**src/rtl/alu_exec.sv**
```systemverilog
// Execute stage: single-cycle ADD/AND/NOT/SL/SR and an optional iterative shift-add MUL.
// Define ALU_EXEC_MUL_EN to build the multiplier; without it, op 0101 reports ILLEGAL.
module alu_exec #(
  parameter int WIDTH     = 16,
  parameter int IMM_WIDTH = 5
) (
  input  logic                 clk,
  input  logic                 reset,
  input  logic                 start,
  input  logic [3:0]           alu_control,
  input  logic                 is_immediate,
  input  logic [WIDTH-1:0]     src_a,
  input  logic [WIDTH-1:0]     src_b,
  input  logic [IMM_WIDTH-1:0] imm,
  output logic                 busy,
  output logic                 done,
  output logic [WIDTH-1:0]     result,
  output logic [2:0]           cc,
  output logic                 illegal,
  output logic [1:0]           dbg_state
);

  // Handshake: start is sampled on a rising edge whenever busy=0 (including the
  // cycle that carries done); done is a one-cycle pulse marking result/cc/illegal
  // valid, and those outputs hold until the next done. start while busy=1 is dropped.

  localparam logic [3:0] OP_ADD = 4'b0000;
  localparam logic [3:0] OP_AND = 4'b0001;
  localparam logic [3:0] OP_NOT = 4'b0100;
  localparam logic [3:0] OP_SL  = 4'b0110;
  localparam logic [3:0] OP_SR  = 4'b0111;

  typedef enum logic [1:0] {
    S_IDLE    = 2'd0
`ifdef ALU_EXEC_MUL_EN
    ,
    S_MUL_RUN = 2'd1,
    S_MUL_FIN = 2'd2
`endif
  } state_t;

  state_t state, state_next;

  logic [WIDTH-1:0] b_eff;
  logic [WIDTH-1:0] single_res;
  logic             single_ill;
  logic             accept;

  function automatic logic [2:0] cc_of(input logic [WIDTH-1:0] v);
    if (v[WIDTH-1])   return 3'b100;
    else if (v == '0) return 3'b010;
    else              return 3'b001;
  endfunction

  assign b_eff = is_immediate ? {{(WIDTH-IMM_WIDTH){imm[IMM_WIDTH-1]}}, imm} : src_b;

  always_comb begin
    single_res = '0;
    single_ill = 1'b0;
    case (alu_control)
      OP_ADD: single_res = src_a + b_eff;
      OP_AND: single_res = src_a & b_eff;
      OP_NOT: single_res = ~src_a;
      OP_SL:  single_res = src_a << b_eff[3:0];
      OP_SR:  single_res = src_a >> b_eff[3:0];
      default: begin
        single_res = '0;
        single_ill = 1'b1;
      end
    endcase
  end

`ifdef ALU_EXEC_MUL_EN
  localparam logic [3:0] OP_MUL = 4'b0101;
  localparam int         CW     = $clog2(WIDTH);
  localparam logic [CW-1:0] LAST_ITER = CW'(WIDTH - 1);

  logic [WIDTH-1:0] acc, mcand, mplier, acc_next;
  logic [CW-1:0]    iter;
  logic             is_mul;

  assign is_mul   = (alu_control == OP_MUL);
  assign accept   = start && (state != S_MUL_RUN);
  assign busy     = (state == S_MUL_RUN);
  // One multiplier bit per cycle, LSB first; the multiplicand shifts left in step.
  assign acc_next = acc + (mplier[0] ? mcand : '0);

  always_comb begin
    state_next = state;
    case (state)
      S_IDLE:    if (accept && is_mul) state_next = S_MUL_RUN;
      S_MUL_RUN: if (iter == LAST_ITER) state_next = S_MUL_FIN;
      S_MUL_FIN: state_next = (accept && is_mul) ? S_MUL_RUN : S_IDLE;
      default:   state_next = S_IDLE;
    endcase
  end
`else
  assign accept = start;
  assign busy   = 1'b0;

  always_comb begin
    state_next = S_IDLE;
  end
`endif

  always_ff @(posedge clk) begin
    if (reset) state <= S_IDLE;
    else       state <= state_next;
  end

  assign dbg_state = state;

  always_ff @(posedge clk) begin
    if (reset) begin
      done    <= 1'b0;
      result  <= '0;
      cc      <= 3'b010;
      illegal <= 1'b0;
`ifdef ALU_EXEC_MUL_EN
      acc     <= '0;
      mcand   <= '0;
      mplier  <= '0;
      iter    <= '0;
`endif
    end else begin
      done <= 1'b0;
`ifdef ALU_EXEC_MUL_EN
      if (accept && is_mul) begin
        acc    <= '0;
        mcand  <= src_a;
        mplier <= b_eff;
        iter   <= '0;
      end else if (accept) begin
        done    <= 1'b1;
        result  <= single_res;
        cc      <= cc_of(single_res);
        illegal <= single_ill;
      end else if (state == S_MUL_RUN) begin
        acc    <= acc_next;
        mcand  <= mcand << 1;
        mplier <= mplier >> 1;
        iter   <= iter + 1'b1;
        if (iter == LAST_ITER) begin
          done    <= 1'b1;
          result  <= acc_next;
          cc      <= cc_of(acc_next);
          illegal <= 1'b0;
        end
      end
`else
      if (accept) begin
        done    <= 1'b1;
        result  <= single_res;
        cc      <= cc_of(single_res);
        illegal <= single_ill;
      end
`endif
    end
  end

endmodule

```
**config.mk**
```make
export PLATFORM = sky130hd
export DESIGN_NAME = alu_exec
export DESIGN_NICKNAME = d
export VERILOG_FILES = /design/src/rtl/alu_exec.sv
export SDC_FILE = /design/constraint.sdc
export NUM_CORES = 1
export LEC_CHECK = 0
export CELL_PAD_IN_SITES_DETAIL_PLACEMENT = 0
export CELL_PAD_IN_SITES_GLOBAL_PLACEMENT = 1
export CORE_UTILIZATION = 40
export CTS_BUF_LIST = sky130_fd_sc_hd__clkbuf_8
export CTS_CLUSTER_DIAMETER = 150
export DETAILED_ROUTE_END_ITERATION = 10
export DONT_BUFFER_PORTS = 1
export PLACE_DENSITY_LB_ADDON = 0.1
export REMOVE_ABC_BUFFERS = 1
export SYNTH_ARGS = -nofsm -noshare
export SYNTH_HDL_FRONTEND = slang
export SYNTH_SLANG_ARGS = --single-unit
export TNS_END_PERCENT = 20
```
**constraint.sdc**
```tcl
create_clock -name clk -period 4.1 [get_ports clk]
set_clock_uncertainty 0.05 [all_clocks]
set_input_delay 0.82 -clock clk [delete_from_list [all_inputs] [get_ports clk]]
set_output_delay 0.82 -clock clk [all_outputs]
set_load 0.005 [all_outputs]
```
Yosys cells after proc, flatten, opt, wreduce, memory -nomap -nowiden
Cells that the tools add are included.
{"block": "classes", "n_eq_ne": 4, "add_sub_neg": 1, "reduce_logical": 3, "n_mux": 6, "bitwise_logic": 2, "n_shift": 2}
{"op": "$pmux W16 S5", "count": 1}
{"op": "$add A16 B16 Y16", "count": 1}
{"op": "$and A16 B16 Y16", "count": 1}
{"op": "$logic_not A16 Y1", "count": 1}
{"op": "$mux W16", "count": 1}
{"op": "$not A16 Y16", "count": 1}
{"op": "$shl A16 B4 Y16", "count": 1}
{"op": "$shr A16 B4 Y16", "count": 1}
{"op": "$eq A4 B3 Y1 const B", "count": 3}
{"op": "$reduce_or A5 Y1", "count": 1}
{"op": "$eq A4 B1 Y1 const B", "count": 1}
{"op": "$logic_not A4 Y1", "count": 1}
{"op": "$mux W3", "count": 1}
{"op": "$mux W1", "count": 2}
{"op": "$mux W2", "count": 1}
{"block": "totals", "out_inout_bits": 24, "wordCells": 22, "inputBits": 45, "register_bits": 21}

Depth between registers and ports, before layout
{"block": "logic_depth", "word_depth": 6, "mapped_depth": 17, "ltp_nobuf": 14}

Least setup slack after synthesis
Ideal clock, no wire load.
{"block": "synth_path", "path_kind": "input to register", "startpoint": "input is_immediate", "endpoint": "register cc[0]", "required_ns": 3.935, "path_slack_ns": -0.008, "stages": 17, "arrival_ns": 3.943, "path_cell_list": "buf_6 > buf_12 > mux2i_4 > inv_2 > buf_2 > ha_1 > inv_1 > fa_1 > nand2b_1 > a21oi_1 > a31oi_1 > o21ai_0 > a31oi_1 > o2111a_1 > a211oi_1 > nand4_1 > and2_1"}
{"block": "synth_via", "elab_chain_cells": 6, "elab_cells_between_ends": 9}
{"element": "start: declaration", "line_no": "11", "text": "input logic is_immediate,"}
{"element": "$mux W16 *", "line_no": "55", "text": "assign b_eff = is_immediate ? {{(WIDTH-IMM_WIDTH){imm[IMM_WIDTH-1]}}, imm} : src_b;"}
{"element": "$add A16 B16 Y16, or another cell as far along", "line_no": "61", "text": "OP_ADD: single_res = src_a + b_eff;"}
{"element": "$pmux W16 S5 *", "line_no": "60", "text": "case (alu_control)"}
{"element": "$logic_not A16 Y1", "line_no": "51", "text": "else if (v == '0) return 3'b010;"}
{"element": "$mux W2", "line_no": "51"}
{"element": "$mux W3 *", "line_no": "50", "text": "if (v[WIDTH-1]) return 3'b100;"}
{"element": "end signal: assignment", "line_no": "154", "text": "cc <= cc_of(single_res);"}
{"element": "end: declaration", "line_no": "18", "text": "output logic [2:0] cc,"}
Mark *: on every way between the ends. The rest lies on a longest branch, timed or not.
A chain may end at the register's enable or synchronous reset.

Worst setup path in the final report
Ends and elaborated chain as after synthesis.

==> results.json <==
{
  "drc": 0,
  "crit_required_ns": 4.21,
  "drt_first_pass_iters": 5,
  "synth_flop_cell": "dfxtp_1",
  "netlist.area_leader.share_pct": 11.2,
  "num_vias": 4118,
  "final_common_cell": "nand2_1",
  "io_buffers": 0,
  "final_nets": 548,
  "total_power_uw": 859,
  "clock_latency_ns": 0.26,
  "hpwl_mm": 10.9,
  "clk_pin_slew_ns": 0.08,
  "num-fill-cells": 952,
  "yosysUniqueCellTypes": 66,
  "holdCritPathClass": "register to register",
  "grt_remaining_overflow": 0,
  "grt_antenna_before_repair": 0,
  "setup_viol": 0,
  "initial_core_util_pct": 41.0,
  "p_per_area_mw_per_mm2": 234,
  "num_antenna_cells": 0,
  "dpl_worst_slack_ns": 0.162,
  "rows": 34,
  "holdPathStages": 2,
  "drv_slew": 0,
  "hold_viol_final": 0,
  "place.gp.congestion": 0.924,
  "hold_path_startpoint": "result[2]",
  "cp-end-kind": "register",
  "initialDrtViolationCount": 429,
  "worst_setup_path_start_kind": "input pin",
  "clockBufferDepth": 2,
  "grt_pass1_vias": 3796,
  "cts_setup_buffers": 0,
  "die_area_mm2": 0.00929,
  "yosysSeqAreaShare_pct": 11.2,
  "syn2layout_area_growth_pct": 3.16,
  "wl_mm": 14.2,
  "yosys_warnings": 0,
  "htreeDepth": 1,
  "critPathMaxFanout": 22,
  "maxCapViolCount": 0,
  "min_to": "result[2]",
  "leakage_uw": 0.00141,
  "drtAntennaViolNets": 0,
  "timing.final.ws_setup_ns": 0.426,
  "final_area_mm2": 0.00367,
  "yosysTopAreaCell": "dfxtp_1",
  "syn_avg_cell_area_um2": 7.08,
  "maxSlewHeadroom_pct": 24.9,
  "tritoncts": "built",
  "worst-setup-path-type": "input pin to register",
  "r2r.worst_path.cells": 3,
  "r2r_start": "cc[0]",
  "grt_pass1_wl_mm": 21.9,
  "critical_path_arrival_ns": 3.78,
  "worstMarginPinSlew_ns": 1.12,
  "cts-root-buf": "clkbuf_8",
  "synth_edf_count": 0,
  "synthArstFlopShare_pct": 0,
  "die_h_um": 96.4,
  "syn_inst": 503,
  "fmax_mhz": 272,
  "rsz0062_at_grt": "false",
  "syn_area_mm2": 0.00356,
  "cts_sinks": 20,
  "final_layout_size_suffix_gt1_share_pct": 7.85,
  "viasPerCell": 6.96,
  "min_period_over_period_pct": 89.6,
  "layout_common_cells": "53 x nand2_1, 51 x nor2_1, 46 x o21ai_0, 29 x a21oi_1, 28 x mux2i_1",
  "ff2ff_setup_slack_ns": 3.32,
  "wl_per_cell_um": 24.0,
  "grt_usage_pct": 31.4,
  "netlist_top_cells_area": "dfxtp_1 11%, mux2i_1 7.9%, o21ai_0 6.5%",
  "r2r_end": "cc[0]",
  "min_period_ns": 3.67,
  "ctsHoldBuffers": 0,
  "placed_cell_area_mm2": 0.00360,
  "ys_seq_elements": 20,
  "outcome": "finished, final reports clean",
  "die_w_um": 96.4,
  "post_cts_resized": 0,
  "ir_drop_mv": 0.110,
  "io_pins": 69,
  "grt_max_degree": 31,
  "fp.coreArea_mm2": 0.00868,
  "cts-buffers-inserted": 3
}
-- where the power goes --
| part | leakage [uW] | internal (uW) | total [uW] | switching (uW) |
|---|---|---|---|---|
| clock network | 0.0000357 | 130 | 192 | 62.3 |
| logic | 0.00121 | 171 | 449 | 278 |
| registers | 0.000166 | 208 | 218 | 9.69 |
-- logic make-up after synthesis --
| family | share of synthesized area [%] |
|---|---|
| simple gates | 23.1 |
| compound gates | 32.6 |
| buf+inv | 8.32 |
| mux | 15.3 |
| flops | 11.2 |
| fa+ha+maj | 6.53 |
| xor+xnor | 2.70 |
| other cells | 0.105 |
-- critical path: stages --
cell      delay [ns]
mux2i_4         0.17
inv_2           0.06
ha_1            0.21
inv_1           0.08
fa_1            0.42
nand2b_1        0.16
a21oi_1         0.22
a31oi_1         0.20
o21ai_0         0.24
buf_4           0.16
a31oi_1         0.14
o2111a_1        0.29
a211oi_1        0.29
nand4_1         0.15
and2_1          0.16
-- area by class of cell --
type / instances / area, um2 / area share (%)
Clock buffer: 3 / 41.3 / 1.12
Clock inverter: 1 / 30.0 / 0.817
Inverter: 24 / 90.1 / 2.45
Multi-Input combinational cell: 422 / 2870 / 78.2
Sequential cell: 20 / 400 / 10.9
Tap cell: 108 / 135 / 3.68
Timing Repair Buffer: 14 / 105 / 2.86
-- state kept, by name, summed over array words and instances, names as in the netlist --
signal,flops
result,16
cc,2
done,1
illegal,1
-- synth_stat cells (7+ instances only) --
| library cell | instances |
|---|---|
| nor2_1 | 51 |
| a32oi_1 | 9 |
| dfxtp_1 | 20 |
| nand3_1 | 12 |
| nand2_1 | 53 |
| a211oi_1 | 21 |
| ha_1 | 17 |
| a31oi_1 | 7 |
| nor3_1 | 25 |
| inv_1 | 22 |
| clkbuf_1 | 26 |
| mux2i_1 | 28 |
| nand4_1 | 13 |
| xor2_1 | 7 |
| mux4_2 | 7 |
| o21ai_0 | 46 |
| o211ai_1 | 8 |
| a21oi_1 | 29 |
-- metal layers --
layer | part of all wire, % | vias to the layer above | track usage [%]
met1 | 43 | 1940 | 43.2
met4 | 3.5 | 0 | 13.2
li1 | - | 1868 | -
met2 | 44 | 263 | 49.3
met3 | 9.3 | 47 | 3.76
met5 | 0 | - | 0
-- worst max-delay path by stage --
stage / end / slack [ns] / startpoint / cells after the start
6_report: cc[0] / 0.43 / is_immediate / 15
5_1_grt: cc[0] / 0.17 / is_immediate / 15
4_1_cts: cc[0] / 0.43 / is_immediate / 15
3_5_place_dp: cc[0] / 0.16 / is_immediate / 15
3_3_place_gp: cc[0] / 0.29 / is_immediate / 12
2_1_floorplan: cc[0] / -0.23 / is_immediate / 12
-- per-stage QoR --
step	TNS (ns)	util (%)	cells	hold slack [ns]
floorplan	-0.316	-	466	0.408
global route	0	42.3	592	0.476
CTS	0	42.3	592	0.450
finish	0	42.3	592	0.443
detailed placement	0	41.5	588	0.441
global placement	0	41.5	588	0.437
Power figures use the tool's default switching activity.
